**src/rtl/keypad_scan_ctrl.sv**
```systemverilog
// Matrix-keypad scanner: walks the columns one tick at a time, debounces the first
// row seen, and emits registered press/repeat/release events with a linear key code.
module keypad_scan_ctrl #(
   parameter int ROWS     = 4,
   parameter int COLS     = 3,
   parameter int DIV      = 12500,
   parameter int DEBOUNCE = 4,
   parameter int REPEAT   = 0,
   parameter int CW       = $clog2(ROWS * COLS)
) (
   input  logic            clk,
   input  logic            rst,
   input  logic [ROWS-1:0] key_row,
   output logic [COLS-1:0] key_col,
   output logic [CW-1:0]   key_code,
   output logic            key_valid,
   output logic            key_rpt,
   output logic            key_release,
   output logic            key_held
);

   localparam int RW = (ROWS > 1) ? $clog2(ROWS) : 1;
   localparam int KW = (COLS > 1) ? $clog2(COLS) : 1;
   localparam int DW = $clog2(DIV);
   localparam int NW = $clog2(DEBOUNCE + 1);
   localparam int PW = (REPEAT > 0) ? $clog2(REPEAT + 1) : 1;

   typedef enum logic [1:0] {IDLE, SCAN, CONFIRM, HELD} state_t;

   state_t          state, state_n;
   logic [KW-1:0]   col, col_n, col_adv;
   logic [RW-1:0]   row, row_n;
   logic [NW-1:0]   cnt, cnt_n;
   logic [PW-1:0]   rcnt, rcnt_n;
   logic [ROWS-1:0] rs_meta, rs;
   logic [DW-1:0]   div_cnt;
   logic            tick, row_hit, cnt_last, rcnt_last;
   logic            press_ev, rpt_ev, rel_ev;
   logic [COLS-1:0] col_drive_n;
   logic [CW-1:0]   code_n;
   logic            held_n;

   function automatic logic [RW-1:0] lowest_row(input logic [ROWS-1:0] v);
      lowest_row = '0;
      for (int i = ROWS - 1; i >= 0; i--)
         if (v[i]) lowest_row = RW'(i);
   endfunction

   function automatic logic [CW-1:0] encode(input logic [RW-1:0] r, input logic [KW-1:0] c);
      return CW'(int'(r) * COLS + int'(c));
   endfunction

   // NOTE: key_row is asynchronous to clk, so only the second flop's output may feed logic.
   always_ff @(posedge clk or negedge rst) begin
      if (!rst) begin
         rs_meta <= '0;
         rs      <= '0;
      end else begin
         rs_meta <= key_row;
         rs      <= rs_meta;
      end
   end

   assign tick = (div_cnt == DW'(DIV - 1));

   always_ff @(posedge clk or negedge rst) begin
      if (!rst) div_cnt <= '0;
      else      div_cnt <= tick ? '0 : div_cnt + 1'b1;
   end

   assign col_adv   = (col == KW'(COLS - 1)) ? '0 : col + 1'b1;
   assign row_hit   = rs[row];
   assign cnt_last  = (cnt == NW'(DEBOUNCE - 1));
   assign rcnt_last = (rcnt == PW'(REPEAT - 1));

   // NOTE: sequential state uses non-blocking assignments only, so every flop samples pre-edge values.
   always_ff @(posedge clk or negedge rst) begin
      if (!rst) begin
         state <= IDLE;
         col   <= '0;
         row   <= '0;
         cnt   <= '0;
         rcnt  <= '0;
      end else begin
         state <= state_n;
         col   <= col_n;
         row   <= row_n;
         cnt   <= cnt_n;
         rcnt  <= rcnt_n;
      end
   end

   // NOTE: every variable gets a default first so no path through the case infers a latch.
   always_comb begin
      state_n  = state;
      col_n    = col;
      row_n    = row;
      cnt_n    = cnt;
      rcnt_n   = rcnt;
      press_ev = 1'b0;
      rpt_ev   = 1'b0;
      rel_ev   = 1'b0;
      if (tick) begin
         unique case (state)
            IDLE: begin
               state_n = SCAN;
               col_n   = '0;
            end
            SCAN: begin
               if (|rs) begin
                  row_n = lowest_row(rs);
                  cnt_n = NW'(1);
                  if (DEBOUNCE == 1) begin
                     press_ev = 1'b1;
                     state_n  = HELD;
                     cnt_n    = '0;
                     rcnt_n   = '0;
                  end else begin
                     state_n = CONFIRM;
                  end
               end else begin
                  col_n = col_adv;
               end
            end
            CONFIRM: begin
               if (row_hit) begin
                  if (cnt_last) begin
                     press_ev = 1'b1;
                     state_n  = HELD;
                     cnt_n    = '0;
                     rcnt_n   = '0;
                  end else begin
                     cnt_n = cnt + 1'b1;
                  end
               end else begin
                  state_n = SCAN;
                  col_n   = col_adv;
                  cnt_n   = '0;
               end
            end
            HELD: begin
               if (!row_hit) begin
                  if (cnt_last) begin
                     rel_ev  = 1'b1;
                     state_n = SCAN;
                     col_n   = col_adv;
                     cnt_n   = '0;
                  end else begin
                     cnt_n = cnt + 1'b1;
                  end
               end else begin
                  cnt_n = '0;
                  if (REPEAT != 0) begin
                     if (rcnt_last) begin
                        rpt_ev = 1'b1;
                        rcnt_n = '0;
                     end else begin
                        rcnt_n = rcnt + 1'b1;
                     end
                  end
               end
            end
            default: state_n = IDLE;
         endcase
      end
   end

   // Outputs are computed from the upcoming state so the registered pins line up with it.
   always_comb begin
      code_n      = key_code;
      held_n      = key_held;
      col_drive_n = (state_n == IDLE) ? '0 : COLS'(1) << col_n;
      if (press_ev) begin
         code_n = encode(row_n, col);
         held_n = 1'b1;
      end
      if (rel_ev) held_n = 1'b0;
   end

   always_ff @(posedge clk or negedge rst) begin
      if (!rst) begin
         key_col     <= '0;
         key_code    <= '0;
         key_valid   <= 1'b0;
         key_rpt     <= 1'b0;
         key_release <= 1'b0;
         key_held    <= 1'b0;
      end else begin
         key_col     <= col_drive_n;
         key_code    <= code_n;
         key_valid   <= press_ev | rpt_ev;
         key_rpt     <= rpt_ev;
         key_release <= rel_ev;
         key_held    <= held_n;
      end
   end

endmodule

```
**config.mk**
```make
export PLATFORM = sky130hd
export DESIGN_NAME = keypad_scan_ctrl
export DESIGN_NICKNAME = d
export VERILOG_FILES = /design/src/rtl/keypad_scan_ctrl.sv
export SDC_FILE = /design/constraint.sdc
export NUM_CORES = 1
export LEC_CHECK = 0
export CAP_MARGIN = 0
export CORE_AREA = 3 3 69 71
export DETAILED_ROUTE_END_ITERATION = 8
export DIE_AREA = 0 0 72 74
export HOLD_SLACK_MARGIN = 0.02
export PLACE_DENSITY = 0.7
export SYNTH_ARGS = -nofsm -noshare
export SYNTH_HDL_FRONTEND = slang
export SYNTH_SLANG_ARGS = --single-unit
```
**constraint.sdc**
```tcl
create_clock -name clk -period 4.2 [get_ports clk]
set_clock_uncertainty 0.2 [all_clocks]
set_input_delay 0.42 -clock clk [delete_from_list [all_inputs] [get_ports clk]]
set_output_delay 0.42 -clock clk [all_outputs]
set_load 0.01 [all_outputs]
```
==> summary.txt, run 1 <==
Cells and area
  • Share of post-route cells with drive strength above 1: 0.139
  • Antenna diodes: 0
  • Filler cells: 389
  • Area of the multi-input gates: 893 um^2
  • Final cell area excluding filler cells: 2260 um^2
  • Non-filler cells in the finished layout: 246
  • Synthesis-to-finish area growth: 15.8%
  • Area taken by flip-flops and latches: 1030 um^2
  • Share of the core filled with cells in the final layout: 0.527
  • Number of nets in the layout: 205

Global routing
  • Largest net degree at the start of global routing: 42
  • Remaining global-route overflow: 0
  • Overall Global Routing Usage: 0.141
  • Antenna violations before repair: 0
  • First-pass GRT wire length: 5.86 mm
  • Via count of the first global-routing pass: 1260

Floorplan
  • Number of top-level pins: 17
  • Core box area: 4290 um^2
  • Starting Density: 0.455
  • Row count: 24
  • Die width: 72 um
  • Die boundary height: 74 um
  • Area of the die: 5330 um^2

Setup path
  • Crit-path slowest cell: fa_1
  • Sort of element at the start of the critical path: register
  • Series of cell instances along the critical path: ha_1 > nor4bb_1 > and4_1 > nor2b_1 > o21ai_0 > a21oi_1 > fa_1 > ha_1 > fa_1 > mux2_2
  • Maximum fanout along the worst path: 6
  • Crit path depth: 10
  • Count of buffer and inverter cells on the critical path: 0
  • Highest cell delay on the worst timing path: 470 ps
  • Data required time at the worst endpoint: 4170 ps
  • CP Data Arrival Time: 3420 ps
  • Critical path type: reg -> reg
  • Critical path capture point type: register
  • Reg2reg path depth: 10
  • Gate family responsible for the most delay along the worst path: adder cells

Clocking
  • Inserted Clock Buffers: 5
  • Count of buffers added by post-CTS timing repair for setup: 0
  • CTS tree: built
  • Root buffer cell: clkbuf_8
  • Clk slew on worst S/H paths: 80 ps
  • CTS sink cnt: 41
  • H-tree depth reported by CTS: 2
  • # hold bufs at CTS: 0
  • Cts repair resizes: 0
  • Clock network latency to the later pin of the worst-skew pair: 280 ps
  • Largest buffer count on any clock path: 2

Yosys
  • Synth Area in Simple Gates: 0.234
  • Share of synthesized flip-flops with an asynchronous set or reset: 1.00
  • Adder and majority gate portion of the synthesized area: 0.0461
  • Main synth FF type: dfrtp_1
  • Flip-flop and latch count after synthesis: 41
  • Mean area per synthesized cell: 11.2 um^2
  • Number of flops mapped to enable cells by yosys: 0
  • Proportion of synthesized area in mux cells: 0.0403
  • Share of synthesized area occupied by flip-flops and latches: 0.525
  • Warning count from the yosys run: 0
  • Post-synthesis net count: 187
  • Post-synthesis xor/xnor area fraction: 0.0582
  • Post-Syn Area: 1960 um^2
  • Count of cell types in the netlist: 46
  • Mapped Cells: 175
  • Fraction of the mapped netlist area in compound gates: 0.0761
  • Dominant combinational cell family by area after synthesis: simple AND/OR/NAND/NOR gates

STA
  • Final worst path period share: 0.820
  • Final TNS setup: 0 ps
  • Fmax: 290 MHz
  • Final setup viols: 0
  • Final hold violations: 0
  • Slew Limit Fails: 0
  • Min Clock Period, post-route: 3450 ps
  • Worst rel slew slack: 0.407
  • Transition at the pin with the smallest max-transition slack: 890 ps
  • Setup repair after global routing missed its margin: false

Drt
  • Final antenna-violating net count: 0
  • Routed WL: 3.53 mm
  • Average routed wire per standard cell: 14.3 um
  • Router iterations before antenna repair: 4
  • Vias post-DR: 1363
  • First DRT Iteration DRCs: 78
  • DRC: 0
  • Routed via count divided by cell count: 5.54

Run status
  • Run status: completed

Place
  • Post-DP Area: 2150 um^2
  • DP Cell Count: 238
  • Last weighted congestion value of the routability-driven placer: 0.847
  • Count of input and output buffers: 15
  • Half-perimeter wire length of the detailed placement result: 2.59 mm

Min path
  • Class of the most critical hold timing path: in -> async

Pwr
  • Worst IR drop on VDD: 0.243 mV
  • Overall power after layout: 0.737 mW
  • Leakage power: 0.992 nW
  • Pwr per Cell Area: 326 nW/um^2

Flow run
  • Total of max-cap violations: 0
-- cell type report --
class	count	share of cell area
sequential	41	0.453
multi-input combinational	126	0.394
timing repair buffer	16	0.0674
clock buffer	7	0.0381
tap	52	0.0287
clock inverter	1	0.0133
inverter	3	0.00497
-- logic make-up (layout without fill, tap and decap cells) --
| kind of cell | Yosys count | count (layout) |
|---|---|---|
| AO/OA/AOI/OAI | 23 | 23 |
| XOR/XNOR | 13 | 13 |
| adder cells (fa/ha/maj) | 6 | 6 |
| buffers and inverters | 8 | 27 |
| flip-flops | 41 | 41 |
| multiplexers | 6 | 6 |
| other | 1 | 1 |
| AND/OR/NAND/NOR | 77 | 77 |
-- cells in the final DEF (no fill, tap or decap), types with 2 or more instances in the layout --
cell,n
a21oi_1,7
a21oi_2,2
a31oi_1,2
and3_1,4
and4_1,2
clkbuf_8,6
clkdlybuf4s50_1,14
dfrtp_1,41
fa_1,2
ha_1,4
inv_1,3
mux2_2,5
nand2_1,13
nand2b_1,2
nand3_1,9
nand4_1,3
nor2_1,16
nor2b_1,3
nor3_1,5
nor3b_1,3
nor3b_2,2
nor4_1,2
nor4b_2,2
nor4bb_1,2
o21a_1,2
o21ai_0,4
xnor2_1,4
xor2_1,9
-- synthesized netlist by cell type (all sizes together) (2+ instances only) --
| cell | count | area [um^2] |
|---|---|---|
| nor4b | 3 | 38.8 |
| buf | 3 | 17.5 |
| nor2 | 16 | 60.1 |
| nor3b | 5 | 47.5 |
| nor3 | 6 | 35.0 |
| a21oi | 9 | 52.6 |
| nand3 | 9 | 45.0 |
| a31oi | 2 | 12.5 |
| nor4bb | 2 | 20.0 |
| mux2 | 5 | 56.3 |
| and3 | 4 | 25.0 |
| inv | 3 | 11.3 |
| and4 | 2 | 17.5 |
| ha | 4 | 50.1 |
| fa | 2 | 40.0 |
| nand4 | 3 | 18.8 |
| and2 | 2 | 15.0 |
| clkbuf | 2 | 7.51 |
| o21ai | 4 | 20.0 |
| o21a | 2 | 15.0 |
| nor4 | 3 | 25.0 |
| nor2b | 3 | 18.8 |
| xor2 | 9 | 78.8 |
| xnor2 | 4 | 35.0 |
| dfrtp | 41 | 1030 |
| nand2 | 14 | 55.1 |
| nand2b | 2 | 12.5 |
-- per-stage QoR --
step                setup slack (ps)  hold slack [ps]
finish                           755             54.7
global route                     373              126
CTS                              709             86.8
detailed placement               711              136
global placement                 793              133
floorplan                        845            -75.6
-- where the power goes --
group	switching, mW	internal [mW]	total, mW
logic	0.0110	0.00598	0.0170
clock network	0.125	0.194	0.319
registers	0.00332	0.398	0.402
-- sequential cells by signal (all words and copies together) (netlist names), 2 cells and up --
name / cells
col: 2
key_code: 4
row: 2
state: 2
cnt: 3
rs: 4
div_cnt: 14
key_col: 3
rs_meta: 4
-- worst paths after layout --
kind                             from           to  slack, ps
min                               rst   div_cnt[9]         50
min in group clk           rs_meta[2]        rs[2]        150
max in group asynchronous         rst   div_cnt[4]       3180
max reg2reg                div_cnt[0]  key_code[2]        750
max                        div_cnt[0]  key_code[2]        750
min reg2reg                rs_meta[2]        rs[2]        150
-- layer usage --
layer  track usage  share of wire  vias up
met5             0              0        -
met4        0.0438         0.0065        0
met3        0.0405          0.039        2
met2         0.221           0.49       25
met1         0.191           0.46      687
li1              -              -      649
Note: power is estimated with default switching activity, not from simulation.
==> run 2, diff against run 1 <==
Settings changed: PLACE_DENSITY 0.7 to 0.73.
Clock period 4.2 ns to 2.9 ns, I/O delays scaled along.
==> run 2 against run 1 <==
Net effect:
- sequential share of layout area fell by 3.4 points
- design area rose by 8.2%
- total power increased by 28%
- the flow now finishes with violations (setup timing)
- non-clock buffer count increased by 24
- wire length up 6.1%
- worst setup slack worse by 940 ps
- highest routed layer unchanged
- clock power rose by 4%
- global-route usage rose by 1.8 points
==> summary.txt, run 2 (synthesized netlist as in run 1, its figures left out) <==
Run status
  • Run status: complete, but fails checks (was completed)
  • Violations in the final reports: setup timing

Clocking
  • H-tree depth reported by CTS: 2 (unchanged)
  • Clk slew on worst S/H paths: 70 ps (was 80 ps)
  • Inserted Clock Buffers: 5 (unchanged)
  • Largest buffer count on any clock path: 2 (unchanged)
  • CTS sink cnt: 41 (unchanged)
  • Clock network latency to the later pin of the worst-skew pair: 290 ps (was 280 ps)
  • CTS tree: built (unchanged)
  • Root buffer cell: clkbuf_8 (unchanged)

Cells and area
  • Final cell area excluding filler cells: 2450 um^2 (was 2260 um^2)
  • Most common cell after layout, fill and taps aside: dfrtp_1 (unchanged)
  • Most frequent cells in the layout: dfrtp_1 (40), buf_4 (24), nor2_1 (16) (was dfrtp_1 (41), nor2_1 (16), clkdlybuf4s50_1 (14))
  • Number of nets in the layout: 229 (was 205)
  • Synthesis-to-finish area growth: 25.3% (was 15.8%)
  • Register with the highest flop count: div_cnt (unchanged)
  • Antenna diodes: 0 (unchanged)
  • Number of flip-flops under the largest register name: 14 (unchanged)
  • Share of post-route cells with drive strength above 1: 0.259 (was 0.139)

Min path
  • Class of the most critical hold timing path: reg -> reg (was in -> async)

Pwr
  • Leakage power: 1.10 nW (was 0.992 nW)
  • Worst IR drop on VDD: 0.270 mV (was 0.243 mV)
  • Overall power after layout: 0.941 mW (was 0.737 mW)
  • Pwr per Cell Area: 384 nW/um^2 (was 326 nW/um^2)

Floorplan
  • Core box area: 4290 um^2 (unchanged)
  • Area of the die: 5330 um^2 (unchanged)
  • Starting Density: 0.455 (unchanged)
  • Die width: 72 um (unchanged)
  • Die boundary height: 74 um (unchanged)
  • Number of top-level pins: 17 (unchanged)
  • Row count: 24 (unchanged)

STA
  • Transition at the pin with the smallest max-transition slack: 868 ps (was 890 ps)
  • Final worst path period share: 1.06 (was 0.820)
  • Worst slack on hold paths: 150 ps (was 54.7 ps)
  • Final hold violations: 0 (unchanged)
  • Final TNS setup: -308 ps (was 0 ps)
  • Final setup viols: 2 (was 0)
  • Slew Limit Fails: 0 (unchanged)
  • Fmax: 324 MHz (was 290 MHz)
  • Setup repair after global routing missed its margin: true (was false)
  • Worst rel slew slack: 0.421 (was 0.407)
  • Worst-case setup margin in the final layout: -183 ps (was 755 ps)
  • Min Clock Period, post-route: 3080 ps (was 3450 ps)

Place
  • Last weighted congestion value of the routability-driven placer: 0.847 (about the same)
  • Post-DP Area: 2310 um^2 (was 2150 um^2)
  • Count of input and output buffers: 15 (unchanged)
  • Pre-CTS setup slack: -169 ps (was 711 ps)
  • Half-perimeter wire length of the detailed placement result: 2.73 mm (was 2.59 mm)

Drt
  • Vias post-DR: 1404 (was 1363)
  • Routed via count divided by cell count: 5.24 (was 5.54)
  • Routed WL: 3.74 mm (was 3.53 mm)
  • Final antenna-violating net count: 0 (unchanged)
  • First DRT Iteration DRCs: 97 (was 78)
  • DRC: 0 (unchanged)
  • Router iterations before antenna repair: 4 (unchanged)
  • Average routed wire per standard cell: 14.0 um (was 14.3 um)

Global routing
  • Largest net degree at the start of global routing: 42 (unchanged)
  • Remaining global-route overflow: 0 (unchanged)
  • Via count of the first global-routing pass: 1429 (was 1260)
  • Overall Global Routing Usage: 0.159 (was 0.141)
  • First-pass GRT wire length: 6.51 mm (was 5.86 mm)
  • Antenna violations before repair: 0 (unchanged)

Setup path
  • Series of cell instances along the critical path: nor4b_4 > and4_1 > nor2b_4 > o21ai_1 > a21oi_2 > fa_1 > ha_2 > fa_1 > mux2_2 (was ha_1 > nor4bb_1 > and4_1 > nor2b_1 > o21ai_0 > a21oi_1 > fa_1 > ha_1 > fa_1 > mux2_2)
  • Critical path type: reg -> reg (unchanged)
  • Highest cell delay on the worst timing path: 450 ps (was 470 ps)
  • Cell type with the highest occurrence count on the critical path: fa_1
  • CP Data Arrival Time: 3050 ps (was 3420 ps)
  • Data required time at the worst endpoint: 2870 ps (was 4170 ps)
  • Sort of element at the start of the critical path: register (unchanged)
  • Crit-path slowest cell: fa_1 (unchanged)
  • Gate family responsible for the most delay along the worst path: adder cells (unchanged)
  • Maximum fanout along the worst path: 3 (was 6)
  • Critical path capture point type: register (unchanged)
  • Count of buffer and inverter cells on the critical path: 0 (unchanged)

Flow run
  • Total of max-cap violations: 0 (unchanged)
run 2: changes by cell type in the layout (fill, tap and decap cells not counted), sizes merged:
cell	previous run	this run
clkbuf	7	5
dlygate4sd3	0	1
bufinv	1	0
clkinv	0	1
buf	2	25
run 2: report_power, final:
part,internal (mW),switching (mW),total [mW]
Clock,0.158,0.175,0.333
Combinational,0.00953,0.0162,0.0257
Sequential,0.577,0.00526,0.583
run 2: path summary, 6_finish.rpt:
kind / startpoint / end / slack, ps / cells after the start
max: div_cnt[5] / key_code[2] / -180 / 9
min: rs_meta[2] / rs[2] / 150 / 0
max reg2reg: div_cnt[5] / key_code[2] / -180 / 9
min reg2reg: rs_meta[2] / rs[2] / 150 / 0
max in group asynchronous: rst / div_cnt[5] / 1440 / 2
min in group asynchronous: rst / key_release / 440 / 2
run 2: final cells by class:
class / count / area (um^2)
clock inverter: 1 / 5.00
clock buffer: 5 / 68.8
fill: 364 / 1840
inverter: 3 / 11.3
timing repair buffer: 40 / 335
sequential: 41 / 1030
tap: 52 / 65.1
multi-input combinational: 126 / 938
run 2: what timing repair did:
item	CTS	global route
resized for setup	1	3
setup endpoints to repair	2	2
cloned	0	0
endpoints found under the hold margin	41	0
hold buffers	1	0
pin swaps	1	1
setup buffers	5	0
run 2: per-layer routing:
layer | wire length (um) | GRT usage | vias to the layer above
li1 | - | - | 700
met1 | 1790 | 0.215 | 668
met2 | 1740 | 0.245 | 24
met3 | 100 | 0.0365 | 12
met4 | 111 | 0.0731 | 0
met5 | 0 | 0 | -
run 2: through the flow:
| stage | util | cells |
|---|---|---|
| after global routing | 0.571 | 268 |
| after global placement | 0.538 | 256 |
| final | 0.571 | 268 |
| after CTS | 0.568 | 268 |
| after floorplan | - | 175 |
| after detailed placement | 0.538 | 256 |
==> run 3, diff against run 2 <==
Settings changed: CORE_AREA 3 3 69 71 to 3 3 70 72, DIE_AREA 0 0 72 74 to 0 0 73 75, PLACE_DENSITY 0.73 to 0.71.
==> run 3 against run 2 <==
Net effect:
- the run still ends with setup timing left
- first-iteration DRC count increased by 1.0%
- total power increased by 2.5%
- critical path depth unchanged
- core utilization increased by 0.51 points
- die area increased by 2.8%
- critical endpoint unchanged
==> summary.txt, run 3 (synthesized netlist as in run 1, its figures left out) <==
Setup path
  • Cell type with the highest occurrence count on the critical path: fa_1 (unchanged)
  • Startpoint of the worst-slack reg-to-reg timing path: div_cnt[8] (was div_cnt[5])
  • CP Data Arrival Time: 3090 ps (was 3050 ps)
  • Critical path type: reg -> reg (unchanged)
  • Critical path capture point type: register (unchanged)
  • Crit-path slowest cell: fa_1 (unchanged)
  • Sort of element at the start of the critical path: register (unchanged)
  • Series of cell instances along the critical path: nor4b_2 > nand4_1 > buf_4 > nor3_1 > a21oi_2 > fa_1 > ha_2 > fa_1 > mux2_2 (was nor4b_4 > and4_1 > nor2b_4 > o21ai_1 > a21oi_2 > fa_1 > ha_2 > fa_1 > mux2_2)
  • Beginning of the critical path: div_cnt[8] (was div_cnt[5])
  • Highest cell delay on the worst timing path: 500 ps (was 450 ps)
  • Data required time at the worst endpoint: 2880 ps (was 2870 ps)
  • Maximum fanout along the worst path: 4 (was 3)

Floorplan
  • Die width: 73 um (was 72 um)
  • Starting Density: 0.449 (was 0.455)
  • Row count: 24 (unchanged)
  • Number of top-level pins: 17 (unchanged)
  • Die boundary height: 75 um (was 74 um)
  • Core box area: 4350 um^2 (was 4290 um^2)
  • Area of the die: 5480 um^2 (was 5330 um^2)

STA
  • Setup repair after global routing missed its margin: true (unchanged)
  • Final setup viols: 2 (unchanged)
  • Slew Limit Fails: 0 (unchanged)
  • Final TNS setup: -325 ps (was -308 ps)
  • Worst-case setup margin in the final layout: -212 ps (was -183 ps)
  • Final worst path period share: 1.07 (was 1.06)
  • Worst rel slew slack: 0.403 (was 0.421)
  • Final hold violations: 0 (unchanged)
  • Transition at the pin with the smallest max-transition slack: 896 ps (was 868 ps)
  • Fmax: 321 MHz (was 324 MHz)
  • Min Clock Period, post-route: 3110 ps (was 3080 ps)

Pwr
  • Leakage power: 1.12 nW (was 1.10 nW)
  • Overall power after layout: 0.965 mW (was 0.941 mW)
  • NetSw: 0.212 mW (was 0.196 mW)
  • Switch share: 0.219 (was 0.209)
  • Portion of total power attributed to combinational logic: 0.027 (about the same)
  • Worst IR drop on VDD: 0.324 mV (was 0.270 mV)
  • Power share of the clock group: 0.370 (was 0.354)
  • Pwr per Cell Area: 385 nW/um^2 (was 384 nW/um^2)
  • Internal power component: 0.753 mW (was 0.745 mW)
  • Sequential power share: 0.604 (was 0.619)

Drt
  • DRC: 0 (unchanged)
  • Routed WL: 4.07 mm (was 3.74 mm)
  • Router iterations before antenna repair: 4 (unchanged)
  • Routed via count divided by cell count: 5.49 (was 5.24)
  • Final antenna-violating net count: 0 (unchanged)
  • Vias post-DR: 1493 (was 1404)
  • First DRT Iteration DRCs: 98 (was 97)
  • Average routed wire per standard cell: 15.0 um (was 14.0 um)

Global routing
  • Overall Global Routing Usage: 0.159 (about the same)
  • Via count of the first global-routing pass: 1477 (was 1429)
  • Largest net degree at the start of global routing: 42 (unchanged)
  • First-pass GRT wire length: 6.66 mm (was 6.51 mm)
  • Antenna violations before repair: 0 (unchanged)
  • Remaining global-route overflow: 0 (unchanged)

Clocking
  • Inserted Clock Buffers: 5 (unchanged)
  • Root buffer cell: clkbuf_8 (unchanged)
  • H-tree depth reported by CTS: 2 (unchanged)
  • CTS tree: built (unchanged)
  • CTS sink cnt: 41 (unchanged)
  • Clock network latency to the later pin of the worst-skew pair: 290 ps (about the same)
  • Largest buffer count on any clock path: 2 (unchanged)
  • Clk slew on worst S/H paths: 80 ps (was 70 ps)

Cells and area
  • Most common cell after layout, fill and taps aside: dfrtp_1 (unchanged)
  • Antenna diodes: 0 (unchanged)
  • Most frequent cells in the layout: dfrtp_1 (41), buf_4 (27), nor2_1 (16) (was dfrtp_1 (40), buf_4 (24), nor2_1 (16))
  • Number of nets in the layout: 232 (was 229)
  • Synthesis-to-finish area growth: 28.2% (was 25.3%)
  • Number of flip-flops under the largest register name: 14 (unchanged)
  • Share of post-route cells with drive strength above 1: 0.277 (was 0.259)
  • Register with the highest flop count: div_cnt (unchanged)

Min path
  • Class of the most critical hold timing path: reg -> reg (unchanged)
  • Hold Crit Start: rs_meta[2] (unchanged)

Flow run
  • Total of max-cap violations: 0 (unchanged)

Place
  • Count of input and output buffers: 15 (unchanged)
  • Half-perimeter wire length of the detailed placement result: 2.90 mm (was 2.73 mm)
  • Last weighted congestion value of the routability-driven placer: 0.935 (was 0.847)

Run status
  • Violations in the final reports: setup timing (unchanged)
  • Run status: complete, but fails checks (unchanged)
## run 3: cell types whose count changed in the layout (fill, tap and decap cells not counted)
cell      previous run  this run
o21ai_1              1         2
nor4b_1              1         0
nor3b_2              2         4
clkbuf_1             0         1
clkinv_4             0         1
buf_4               24        27
nor4bb_4             0         1
o21ai_2              1         0
clkinv_2             1         0
nor4bb_1             1         0
dfrtp_1             40        41
dfrtp_2              1         0
nor3b_1              3         1
nor4b_2              1         2
## run 3: cell type report
class	instances	area [um^2]
Inverter	3	11.3
Multi-Input combinational cell	126	966
Clock buffer	6	72.6
Timing Repair Buffer	43	358
Fill cell	333	1850
Clock inverter	1	8.76
Tap cell	52	65.1
Sequential cell	41	1030
## run 3: final timing paths
kind	endpoint	slack, ps	depth (start not counted)
hold reg to reg	rs[2]	150	0
setup / recovery	key_code[2]	-210	9
max in group asynchronous	rs_meta[2]	1480	2
min in group asynchronous	div_cnt[7]	460	2
hold / removal	rs[2]	150	0
setup reg to reg	key_code[2]	-210	9
## run 3: repair_timing
| action | CTS | global route |
|---|---|---|
| hold buffers | 1 | 0 |
| setup endpoints to repair | 2 | 2 |
| hold endpoints to repair | 41 | 0 |
| setup buffers | 2 | 4 |
| cloned | 0 | 0 |
| pin swaps | 2 | 3 |
| gates resized for setup | 0 | 7 |
## run 3: power by group through the flow
stage / sequential (mW) / combinational (mW) / clock [mW]
2_1_floorplan: 0.592 / 0.00793 / 0
3_3_place_gp: 0.592 / 0.0249 / 0
3_5_place_dp: 0.593 / 0.0254 / 0
4_1_cts: 0.582 / 0.0265 / 0.367
5_1_grt: 0.583 / 0.0302 / 0.392
6_report: 0.582 / 0.0257 / 0.357
## run 3: layer usage
| layer | wire length [um] | GRT usage | share of wire | up-vias |
|---|---|---|---|---|
| li1 | - | - | - | 707 |
| met1 | 1720 | 0.204 | 0.42 | 729 |
| met2 | 2060 | 0.258 | 0.51 | 50 |
| met3 | 227 | 0.0467 | 0.056 | 7 |
| met4 | 63 | 0.0574 | 0.015 | 0 |
| met5 | 0 | 0 | 0 | - |
## run 3: through the flow
step	cells	util	worst slack, ps	hold WS (ps)	instance area (um^2)
4_1_cts	268	0.558	-170	150	2430
3_5_place_dp	258	0.534	-146	136	2320
2_1_floorplan	175	-	-131	-206	1990
5_1_grt	272	0.576	-374	152	2510
3_3_place_gp	258	0.534	-56.6	132	2320
6_report	272	0.576	-212	147	2510
## run 3: worst max-delay path, delay by kind of cell (launching register included)
kind | cells | cell delay [ps]
adder cells (fa/ha/maj) | 3 | 1080
AND/OR/NAND/NOR | 3 | 740
flip-flops | 1 | 460
multiplexers | 1 | 270
buffers and inverters | 1 | 170
AO/OA/AOI/OAI | 1 | 80
